## src/rtl/fetch_unit_if.sv

```systemverilog
// Instruction-memory bus between the fetch stage and instruction memory.
// The fetch stage is the master; memory answers with rdata/valid.
interface fetch_unit_if #(
   parameter int W = 32
);
   logic         req;
   logic [W-1:0] addr;
   logic [W-1:0] rdata;
   logic         valid;

   modport master (
      output req,
      output addr,
      input  rdata,
      input  valid
   );

   modport slave (
      input  req,
      input  addr,
      output rdata,
      output valid
   );
endinterface

```

## src/rtl/fetch_unit.sv

```systemverilog
// Instruction-fetch stage: owns the PC, fetches one word at a time and
// holds it for decode until consumed, then steps to PC+4 or PC+ImmOp.
module fetch_unit #(
   parameter int           W        = 32,
   parameter logic [W-1:0] RESET_PC = '0
) (
   input  logic         clk,
   input  logic         rst,
   input  logic         PCsrc,
   input  logic [W-1:0] ImmOp,
   input  logic         stall,
   fetch_unit_if.master imem,
   output logic [W-1:0] instr,
   output logic         instr_valid,
   output logic [W-1:0] PC,
   output logic         fault,
   output logic [W-1:0] instr_count
);

   typedef enum logic [1:0] {
      FETCH = 2'd0,
      ISSUE = 2'd1,
      HALT  = 2'd2
   } state_t;

   state_t       state;
   state_t       state_nxt;
   logic [W-1:0] next_pc;
   logic         misaligned;
   logic         consume;
   logic         take;

   assign next_pc    = PCsrc ? PC + ImmOp : PC + W'(4);
   assign misaligned = |next_pc[1:0];
   assign consume    = (state == ISSUE) && !stall;
   assign take       = (state == FETCH) && imem.valid;

   // State register
   always_ff @(posedge clk) begin
      if (rst) state <= FETCH;
      else     state <= state_nxt;
   end

   // Next-state: fetch until data arrives, issue until consumed,
   // halt for good on a misaligned target
   always_comb begin
      state_nxt = state;
      unique case (state)
         FETCH:   if (imem.valid) state_nxt = ISSUE;
         ISSUE:   if (!stall) state_nxt = misaligned ? HALT : FETCH;
         HALT:    state_nxt = HALT;
         default: state_nxt = FETCH;
      endcase
   end

   // Outputs decoded from the current state
   always_comb begin
      imem.req    = 1'b0;
      instr_valid = 1'b0;
      unique case (state)
         FETCH:   imem.req    = 1'b1;
         ISSUE:   instr_valid = 1'b1;
         default: ;
      endcase
   end

   assign imem.addr = PC;

   // Datapath: latch the fetched word, advance PC and count on consume
   always_ff @(posedge clk) begin
      if (rst) begin
         PC          <= RESET_PC;
         instr       <= '0;
         fault       <= 1'b0;
         instr_count <= '0;
      end else begin
         if (take) instr <= imem.rdata;
         if (consume) begin
            instr_count <= instr_count + W'(1);
            if (misaligned) fault <= 1'b1;
            else            PC    <= next_pc;
         end
      end
   end

endmodule

```

## src/flat_wrapper.sv

```systemverilog
// flat-port wrapper written by rule: the top's interface ports become plain ports
module fetch_unit_flat 
#(
   parameter int           W        = 32,
   parameter logic [W-1:0] RESET_PC = '0
)
  (clk, rst, PCsrc, ImmOp, stall, instr, instr_valid, PC, fault, instr_count, imem_req, imem_addr, imem_rdata, imem_valid);
  fetch_unit_if #(.W(W)) imem_i ();
  input  logic clk;
  input  logic rst;
  input  logic PCsrc;
  input  logic [W-1:0] ImmOp;
  input  logic stall;
  output logic [W-1:0] instr;
  output logic instr_valid;
  output logic [W-1:0] PC;
  output logic fault;
  output logic [W-1:0] instr_count;
  output wire logic [$bits(imem_i.req)-1:0] imem_req;
  output wire logic [$bits(imem_i.addr)-1:0] imem_addr;
  input wire logic [$bits(imem_i.rdata)-1:0] imem_rdata;
  input wire logic [$bits(imem_i.valid)-1:0] imem_valid;
  assign imem_req = imem_i.req;
  assign imem_addr = imem_i.addr;
  assign imem_i.rdata = imem_rdata;
  assign imem_i.valid = imem_valid;
  fetch_unit #(.W(W), .RESET_PC(RESET_PC)) u_core (.clk(clk), .rst(rst), .PCsrc(PCsrc), .ImmOp(ImmOp), .stall(stall), .imem(imem_i), .instr(instr), .instr_valid(instr_valid), .PC(PC), .fault(fault), .instr_count(instr_count));
endmodule
```

## config.mk

```make
export PLATFORM = sky130hd
export DESIGN_NAME = fetch_unit_flat
export DESIGN_NICKNAME = d
export VERILOG_FILES = /design/src/rtl/fetch_unit_if.sv /design/src/rtl/fetch_unit.sv /design/src/flat_wrapper.sv
export SDC_FILE = /design/constraint.sdc
export NUM_CORES = 1
export LEC_CHECK = 0
export CAP_MARGIN = 25
export CORE_UTILIZATION = 51
export DETAILED_ROUTE_END_ITERATION = 8
export HOLD_SLACK_MARGIN = 0.08
export PLACE_DENSITY_LB_ADDON = 0.25
export RECOVER_POWER = 100
export SLEW_MARGIN = 20
export SYNTH_ARGS = -nofsm -noshare
export SYNTH_HDL_FRONTEND = slang
export SYNTH_SLANG_ARGS = --single-unit
```

## constraint.sdc

```tcl
create_clock -name clk -period 4.05 [get_ports clk]
set_clock_uncertainty 0.05 [all_clocks]
set_input_delay 0.405 -clock clk [delete_from_list [all_inputs] [get_ports clk]]
set_output_delay 0.405 -clock clk [all_outputs]
set_load 0.005 [all_outputs]
```

==> results of run 1 <==
worst reg2reg max path, cell delays in order (launching register included):
cell	delay [ps]
dfxtp_1	420
ha_1	260
fa_1	440
nor3b_1	410
o21ai_0	150
clkbuf_1	380
nor2_1	510
nand3_1	130
o21a_1	200
o22ai_1	130
worst max path at each step:
stage	end	slack, ps	cells past startpoint
3_5_place_dp	u_core.PC[30]	570	12
4_1_cts	u_core.PC[30]	930	12
5_1_grt	u_core.PC[24]	490	10
3_3_place_gp	u_core.PC[30]	730	12
2_1_floorplan	u_core.PC[31]	1400	11
6_report	u_core.PC[24]	700	10
state kept, by name (all words and copies together), names as in the netlist:
| register | cells |
|---|---|
| u_core.PC | 32 |
| u_core.fault | 1 |
| u_core.instr | 32 |
| u_core.instr_count | 32 |
| u_core.state | 2 |
Yosys cell counts (5+ instances only):
cell type	instances	share of area
inv_1	8	0.0048
nor2b_1	6	0.0060
nor3_1	11	0.0088
o21ai_0	40	0.032
and3_1	11	0.011
nand2_1	111	0.067
o21ai_1	6	0.0048
nand4_1	17	0.017
ha_1	33	0.066
xor2_1	35	0.049
nand3_1	22	0.018
dfxtp_1	99	0.32
buf_4	32	0.039
o21bai_1	6	0.0072
or3_1	6	0.0060
o21a_1	5	0.0060
nor2_1	78	0.047
a21oi_1	101	0.081
a31oi_1	12	0.012
xnor2_1	22	0.031
a211oi_1	9	0.011
clkbuf_1	30	0.018
a21o_1	20	0.024
and2_1	7	0.0070
and4_1	6	0.0084
metal layers:
metal,vias to the layer above,wire length (um),part of all wire
met5,-,0,0
met3,22,1050,0.063
met4,0,314,0.019
met1,2896,7420,0.44
met2,221,8060,0.48
li1,3145,-,-
cell families (layout without fill, tap and decap cells):
kind of cell               Yosys count  count (layout)  synth area share
AOI/OAI and AO/OA                  233             233             0.226
xor gates and xnor gates            57              57            0.0801
adders and majority gates           34              34            0.0695
buffers and inverters               79             234            0.0691
DFF                                 99              99             0.318
muxes                                3               3           0.00482
other                                0               2                 0
and+or+nand+nor                    299             299             0.233
per-stage QoR:
step	instances	area (sq um)	power (mW)	hold WS (ps)
2_1_floorplan	804	6230	1.24	392
3_3_place_gp	1088	8060	1.41	388
3_5_place_dp	1090	8100	1.42	396
4_1_cts	1106	8440	2.38	406
5_1_grt	1108	8400	2.44	416
6_report	1108	8400	2.34	400
final cells by class:
class	count	area (sq um)
multi-input cells	626	3810
fillers	1012	3560
repair buffers	209	2050
flip-flops and latches	99	1980
clock buffers	10	239
well taps	147	184
clock inverters	6	93.8
inverters	9	33.8
diodes	2	5.00
where the power goes:
group          switching, mW  internal (mW)  leakage, nW
combinational          0.175          0.185         2.67
sequential            0.0219           1.00        0.804
clock                  0.391          0.566        0.165
==> out/results.ini, run 1 <==
[status]
status=finished with violations
violations=max-capacitance violations, max-slew violations

[global_route]
grt_pass1_wl_mm=26.9
grt_max_degree=64
overflow=0
use_met3=0.0459
antenna_found_initial=2
grtUsageMet2=0.449
grt_busiest_layer=met2
grt_usage=0.263
grt_pass1_vias=5485
grt_use_met1=0.337

[critical_path]
critPathMaxStageDelay_ps=560
crit_fanout=16
crit_chain=dlygate4sd3_1 -> ha_1 -> fa_1 -> nor3b_1 -> o21ai_0 -> clkbuf_1 -> nor2_1 -> nand3_1 -> o21a_1 -> o22ai_1
reg2reg_depth=9
r2r_end=u_core.PC[24]
criticalPathCategory=in2reg
cp.arrival_ps=3570
crit_start=ImmOp[0]
critPathCaptureType=flip-flop
critPathSlowestCell=dlygate4sd3_1
r2r_start=u_core.PC[0]
crit_required_ps=4270
start_kind=input pin
path_buf_inv=2
r2r_slack_ps=900
cp_top_family=simple AND/OR/NAND/NOR gates

[placement]
dp_slack_ps=574
portBuffers=199
gp_congestion=0.889
hpwl_mm=12.4

[layout]
layout_common_cells=dlygate4sd3_1, nand2_1, a21oi_1, dfxtp_1, nor2_1
synthToLayoutAreaGrowth_pct=34.8
mostFrequentLayoutCell=dlygate4sd3_1
utilization=0.702
nNetsFinal=1057
drive_gt1_frac=0.0375

[worst_hold_path]
worstHoldEndpoint=u_core.instr[29]
min_path_cells=2
min-delay-start=u_core.instr[29]
hold_class=reg2reg

[floorplanning]
die_y_um=113
die-area_sq_um=12700
rows=40
die_x_um=113
coreArea_sq_um=12000
ios=200
initial_core_util=0.521

[sta]
final_max_slew_viol_count=64
slew_headroom=-0.797
worst_pin_slew_ps=2700
report.final.setup_viol=0
fin_crit_sh=0.827
finalSetupTns_ps=0
rsz0062_at_grt=no
fmax_mhz=299
hold_violations=0
fin_crit_ps=3350
setup_slack_ps=700

[detailed_routing]
drt-total-wl_mm=16.8
vias=6284
dr.pass1.iters=5
wire_per_inst_um=15.2
drt_iter0_markers=528
drtAntennaViolNets=0
route.detailed.drc=0
routed_via_density=5.67

[clocking]
cts_buffer_depth=2
ctsResizeCount=0
cts_tree=done
cts.sinks=99
cts_hold_buf=0
clk_latency_ps=350
clk_pin_slew_worst_paths_ps=70
cts_htree_levels=3
cts-root-buf=clkbuf_16
post_cts_buffers=0
cts_buffers=9

[run]
cap_viol_max_count=1

[synth]
synth-seq-cells=99
synthCells=804
ys_warn_count=0
syn_area_per_cell_sq_um=7.75
ys_seq_area_frac=0.318
syn-num-nets=907
async_flop_share=0
synthFlopType=dfxtp_1
syn_area_sq_um=6230
synth_edf_count=0
ys_types=66

[power_and_ir_drop]
vdd_ir_drop_max_mv=0.244
p_per_area_nw_per_um2=279
p_leak_nw=3.64

(Power assumes the default switching activity.)
==> inputs of run 2 (changes only) <==
--- a/config.mk
+++ b/config.mk
@@ -6,7 +6,7 @@
 export NUM_CORES = 1
 export LEC_CHECK = 0
 export CAP_MARGIN = 25
-export CORE_UTILIZATION = 51
+export CORE_UTILIZATION = 43
 export DETAILED_ROUTE_END_ITERATION = 8
 export HOLD_SLACK_MARGIN = 0.08
 export PLACE_DENSITY_LB_ADDON = 0.25
==> constraint.sdc (replaced) <==
create_clock -name clk -period 2.8 [get_ports clk]
set_clock_uncertainty 0.05 [all_clocks]
set_input_delay 0.28 -clock clk [delete_from_list [all_inputs] [get_ports clk]]
set_output_delay 0.28 -clock clk [all_outputs]
set_load 0.005 [all_outputs]
==> run 2 against run 1 <==
Effect of this change:
- the run now ends clean
- hold slack got worse by 54 ps
- utilization fell by 4.7 points
- flip-flop and latch count did not move
- via count rose by 6.2%
- combinational power rose by 67%
- die area rose by 18%
- sequential share of layout area fell by 2.0 points
- clock power rose by 30%
- register-to-register slack got worse by 710 ps
- cell count rose by 12%
- wire length rose by 8.0%
- critical path depth rose by 2
- largest power group unchanged
- highest routed layer unchanged
==> out/results.ini, run 2 (synthesis gave the netlist of run 1 again) <==
[placement]
gp_congestion=0.914  ; +2.8%
hpwl_mm=13.6  ; +9.9%
placed_cells=1226  ; +12%
dpl_cell_area_sq_um=8890  ; +9.8%
portBuffers=199  ; unchanged

[detailed_routing]
dr.pass1.iters=4  ; -1
wire_per_inst_um=14.6  ; -3.8%
vias=6676  ; +6.2%
routed_via_density=5.37  ; -5.4%
route.detailed.drc=0  ; unchanged
drtAntennaViolNets=0  ; unchanged
drt_iter0_markers=415  ; -21%
drt-total-wl_mm=18.2  ; +8.0%

[layout]
stdcell_count=1244  ; +12%
layout_common_cells=nand2_1, dlygate4sd3_1, dfxtp_1, a21oi_1
mostFrequentLayoutCell=nand2_1
synthToLayoutAreaGrowth_pct=47.1
final_area_sq_um=9170  ; +9.1%
antenna_cells=0  ; -2
top_regs=u_core.PC x32, u_core.instr x32, u_core.instr_count x32
drive_gt1_frac=0.125  ; +0.0875
nNetsFinal=1162  ; +9.9%
utilization=0.655  ; -0.0469

[floorplanning]
die_x_um=122  ; +8.7%
coreArea_sq_um=14000  ; +17%
ios=200  ; unchanged
die_y_um=122  ; +8.7%
initial_core_util=0.446  ; -0.0755
die-area_sq_um=15000  ; +18%
rows=43  ; +7.5%

[status]
status=complete, no violations

[global_route]
antenna_found_initial=0  ; -2
grt_pass1_wl_mm=28.9  ; +7.2%
grt_pass1_vias=5999  ; +9.4%
grt_usage=0.239  ; -0.0234
grt_max_degree=71  ; +11%
overflow=0  ; unchanged

[clocking]
cts_hold_buf=0  ; unchanged
cts_buffer_depth=2  ; unchanged
clk_latency_ps=350  ; about the same
clk_pin_slew_worst_paths_ps=70  ; about the same
cts_buffers=9  ; unchanged
cts_tree=done
cts-root-buf=clkbuf_16
cts_htree_levels=3  ; unchanged
cts.sinks=99  ; unchanged

[power_and_ir_drop]
p_per_area_nw_per_um2=361  ; +30%
p_leak_nw=3.98  ; +9.6%
finalPower_mw=3.31  ; +41%
vdd_ir_drop_max_mv=0.257  ; +5.6%

[critical_path]
cp.arrival_ps=2850  ; -720 ps
critPathCaptureType=flip-flop
criticalPathCategory=in2reg
start_kind=input pin
crit_fanout=3  ; -13
crit_required_ps=2970  ; -1300 ps

[worst_hold_path]
hold_class=in2reg

[sta]
fin_crit_sh=0.955
hold_violations=0  ; unchanged
fmax_mhz=374
final_max_slew_viol_count=0  ; -100%
finalSetupTns_ps=0  ; unchanged
slew_headroom=0.367  ; +1.16
fin_crit_ps=2670
worst_pin_slew_ps=950  ; -1750 ps
report.final.setup_viol=0  ; unchanged

[run]
cap_viol_max_count=0  ; -1

-- run 2: per-layer routing --
metal / vias up / GRT usage / wire [um]
met3: 29 / 0.0404 / 1150
met4: 0 / 0.0770 / 330
li1: 3345 / - / -
met1: 3070 / 0.317 / 8130
met2: 232 / 0.393 / 8570
met5: - / 0 / 0
-- run 2: stage by stage --
stage	hold WS, ps	worst slack [ps]
3_3_place_gp	385	-338
3_5_place_dp	388	-406
2_1_floorplan	366	197
4_1_cts	347	19.8
6_report	346	126
5_1_grt	412	-29.4
-- run 2: final timing paths --
kind                 from              end  slack [ps]  cells past startpoint
min reg2reg  u_core.fault     u_core.fault         390                      2
max reg2reg  u_core.PC[0]    u_core.PC[31]         190                     12
max              ImmOp[1]    u_core.PC[31]         130                     12
min                 PCsrc  u_core.state[1]         350                      5
-- run 2: repair_timing --
action / in CTS / in global routing
setup buffers: 0 / 2
endpoints found under the setup margin: 1 / 8
pin swaps: 0 / 8
gates resized for setup: 1 / 11
-- run 2: final cells by class --
type,count,area (sq um)
inverters,9,33.8
well taps,180,225
clock buffers,9,225
clock inverters,7,73.8
flip-flops and latches,99,1980
multi-input cells,626,3870
repair buffers,314,2750
fillers,1271,4820
-- run 2: worst max-delay path: stages --
cell	delay, ps
clkdlybuf4s50_1	460
ha_1	350
a211oi_2	180
o21bai_1	120
o2111ai_1	200
buf_4	160
nand4b_1	150
o2111ai_2	160
a21oi_2	110
or3_1	350
a41oi_1	220
o211ai_1	110
-- run 2: power by group --
| part | internal (mW) | total, mW | switching [mW] |
|---|---|---|---|
| Combinational | 0.319 | 0.602 | 0.283 |
| Sequential | 1.45 | 1.47 | 0.0219 |
| Clock | 0.628 | 1.24 | 0.610 |
==> inputs of run 3 (changes only) <==
--- a/config.mk
+++ b/config.mk
@@ -6,6 +6,7 @@
 export NUM_CORES = 1
 export LEC_CHECK = 0
 export CAP_MARGIN = 25
+export CORE_ASPECT_RATIO = 1.5
 export CORE_UTILIZATION = 43
 export DETAILED_ROUTE_END_ITERATION = 8
 export HOLD_SLACK_MARGIN = 0.08
==> run 3 against run 2 <==
Effect of this change:
- die area is essentially flat
- flip-flop and latch count unchanged
- power up 3.8%
- critical path depth rose by 2
- setup slack better by 17 ps
- clock power increased by 9.7%
- sequential power about the same
- design area rose by 0.41%
- sequential share of layout area decreased by 0.088 points
- cell count up 0.64%
- largest power group unchanged
==> out/results.ini, run 3 (synthesis gave the netlist of run 1 again) <==
[status]
status=complete, no violations

[critical_path]
crit_fanout=3  ; unchanged
path_buf_inv=3  ; +1
start_kind=input pin
crit_required_ps=3040  ; +70 ps
criticalPathCategory=in2reg
critPathCaptureType=flip-flop
crit_chain=clkdlybuf4s50_1 -> ha_2 -> fa_2 -> a21oi_2 -> o211ai_1 -> a21oi_1 -> buf_4 -> o21ai_1 -> a311oi_1 -> buf_4 -> o21ai_0 -> xor2_1 -> nand2_1 -> a21oi_1
cp.arrival_ps=2890  ; +40 ps
r2r_start=u_core.PC[1]
critPathMaxStageDelay_ps=450  ; about the same
cp_top_family=compound AO/OA/AOI/OAI gates
critPathSlowestCell=clkdlybuf4s50_1
crit_start=ImmOp[0]

[sta]
slew_headroom=0.342  ; -0.0246
rsz0062_at_grt=yes
fin_crit_ps=2660  ; -17.0 ps
setup_slack_ps=143  ; +17.0 ps
fmax_mhz=376  ; +0.64%
report.final.setup_viol=0  ; unchanged
hold_ws_ps=359  ; +13.5 ps
worst_pin_slew_ps=986  ; +36.9 ps
final_max_slew_viol_count=0  ; unchanged
hold_violations=0  ; unchanged
fin_crit_sh=0.949  ; -0.00607
finalSetupTns_ps=0  ; unchanged

[layout]
synthToLayoutAreaGrowth_pct=47.7
antenna_cells=0  ; unchanged
final_area_sq_um=9210  ; +0.41%
layout_common_cells=nand2_1, dlygate4sd3_1, a21oi_1, dfxtp_1, clkdlybuf4s50_1
drive_gt1_frac=0.124  ; -0.00142
top_regs=u_core.PC x32, u_core.instr x32, u_core.instr_count x32
nNetsFinal=1158  ; -0.34%
utilization=0.655  ; about the same
mostFrequentLayoutCell=nand2_1

[global_route]
overflow=0  ; unchanged
grt_pass1_wl_mm=29.5  ; +2.2%
antenna_found_initial=0  ; unchanged
grt_pass1_vias=6260  ; +4.4%
grt_max_degree=58  ; -18%
grt_usage=0.248  ; +0.00919

[detailed_routing]
drtAntennaViolNets=0  ; unchanged
drt_iter0_markers=255  ; -39%
vias=6687  ; +0.16%
drt-total-wl_mm=18.9  ; +4.1%
route.detailed.drc=0  ; unchanged
dr.pass1.iters=5  ; +1
routed_via_density=5.34  ; -0.48%
wire_per_inst_um=15.1  ; +3.4%

[power_and_ir_drop]
switching_share=0.274  ; -0.00270
p_clk_frac=0.397  ; +0.023
p_switching_uw=940  ; +2.7%
share_seq_of_total_power=0.428  ; -0.016
pwr-share-comb=0.175  ; -0.007
intPower_mw=2.49  ; +4.1%
p_per_area_nw_per_um2=373  ; +3.3%
vdd_ir_drop_max_mv=0.239  ; -7.0%
p_leak_nw=4.01  ; +0.55%

[placement]
dp_slack_ps=-380  ; +25.7 ps
dpl_cell_area_sq_um=8900  ; +0.11%
gp_congestion=0.901  ; -1.5%
hpwl_mm=14.5  ; +6.7%
portBuffers=199  ; unchanged

[clocking]
cts-root-buf=clkbuf_16
clk_latency_ps=360  ; about the same
cts.sinks=99  ; unchanged
cts_buffer_depth=2  ; unchanged
cts_tree=done
cts_buffers=9  ; unchanged
clk_pin_slew_worst_paths_ps=70  ; about the same
cts_htree_levels=3  ; unchanged

[floorplanning]
initial_core_util=0.443  ; -0.00222
die_y_um=149  ; +22%
coreArea_sq_um=14100  ; +0.50%
die-area_sq_um=15000  ; about the same
die_x_um=100  ; -18%
rows=53  ; +23%
ios=200  ; unchanged

[run]
cap_viol_max_count=0  ; unchanged

[worst_hold_path]
min-delay-start=rst
hold_class=in2reg

-- run 3: cell types whose count changed in the layout (fill, tap and decap cells not counted), moves of 2 or more --
cell	delta
buf_12	+2
clkbuf_1	-4
o21ai_0	-2
a21oi_2	-2
o21ai_1	+2
a21oi_1	+2
-- run 3: path summary, 6_finish.rpt --
kind / end / slack [ps] / cells past startpoint
setup reg to reg: u_core.PC[31] / 160 / 10
hold reg to reg: u_core.fault / 400 / 2
setup / recovery: u_core.PC[30] / 140 / 14
hold / removal: u_core.PC[21] / 360 / 2
-- run 3: cell type report --
| class | instances | area (sq um) |
|---|---|---|
| clock inverters | 7 | 103 |
| fillers | 1277 | 4850 |
| repair buffers | 310 | 2760 |
| inverters | 9 | 33.8 |
| clock buffers | 9 | 225 |
| well taps | 192 | 240 |
| flip-flops and latches | 99 | 1980 |
| multi-input cells | 626 | 3860 |
-- run 3: what timing repair did --
action / 4_1_cts / 5_1_grt
cloned: 0 / 0
setup endpoints to repair: 1 / 10
resized for setup: 1 / 10
hold buffers: 0 / 0
buffers inserted: 0 / 2
pin swaps: 0 / 7
-- run 3: layer usage --
layer	routed length, um	up-vias	GRT usage	share of wire
met5	0	-	0	0
met3	891	44	0.0318	0.047
li1	-	3339	-	-
met4	686	0	0.127	0.036
met1	7230	3089	0.264	0.38
met2	10100	215	0.471	0.53
-- run 3: through the flow --
stage,total power [mW],cells
global placement,2.12,1234
finish,3.43,1252
detailed placement,2.12,1234
CTS,3.48,1250
global route,3.58,1252
floorplan,1.80,804
-- run 3: worst register-to-register path: cells and delay by family (launching register included) --
| family | cells | cell delay (ps) |
|---|---|---|
| compound gates | 7 | 1210 |
| simple gates | 2 | 520 |
| fa+ha+maj | 1 | 300 |
| flops | 1 | 450 |
-- run 3: power groups by stage --
stage	clock [mW]	combinational, mW	sequential (mW)
after floorplan	0	0.284	1.51
after global placement	0	0.613	1.50
after detailed placement	0	0.616	1.51
after CTS	1.39	0.620	1.47
after global routing	1.44	0.658	1.47
final	1.36	0.601	1.47
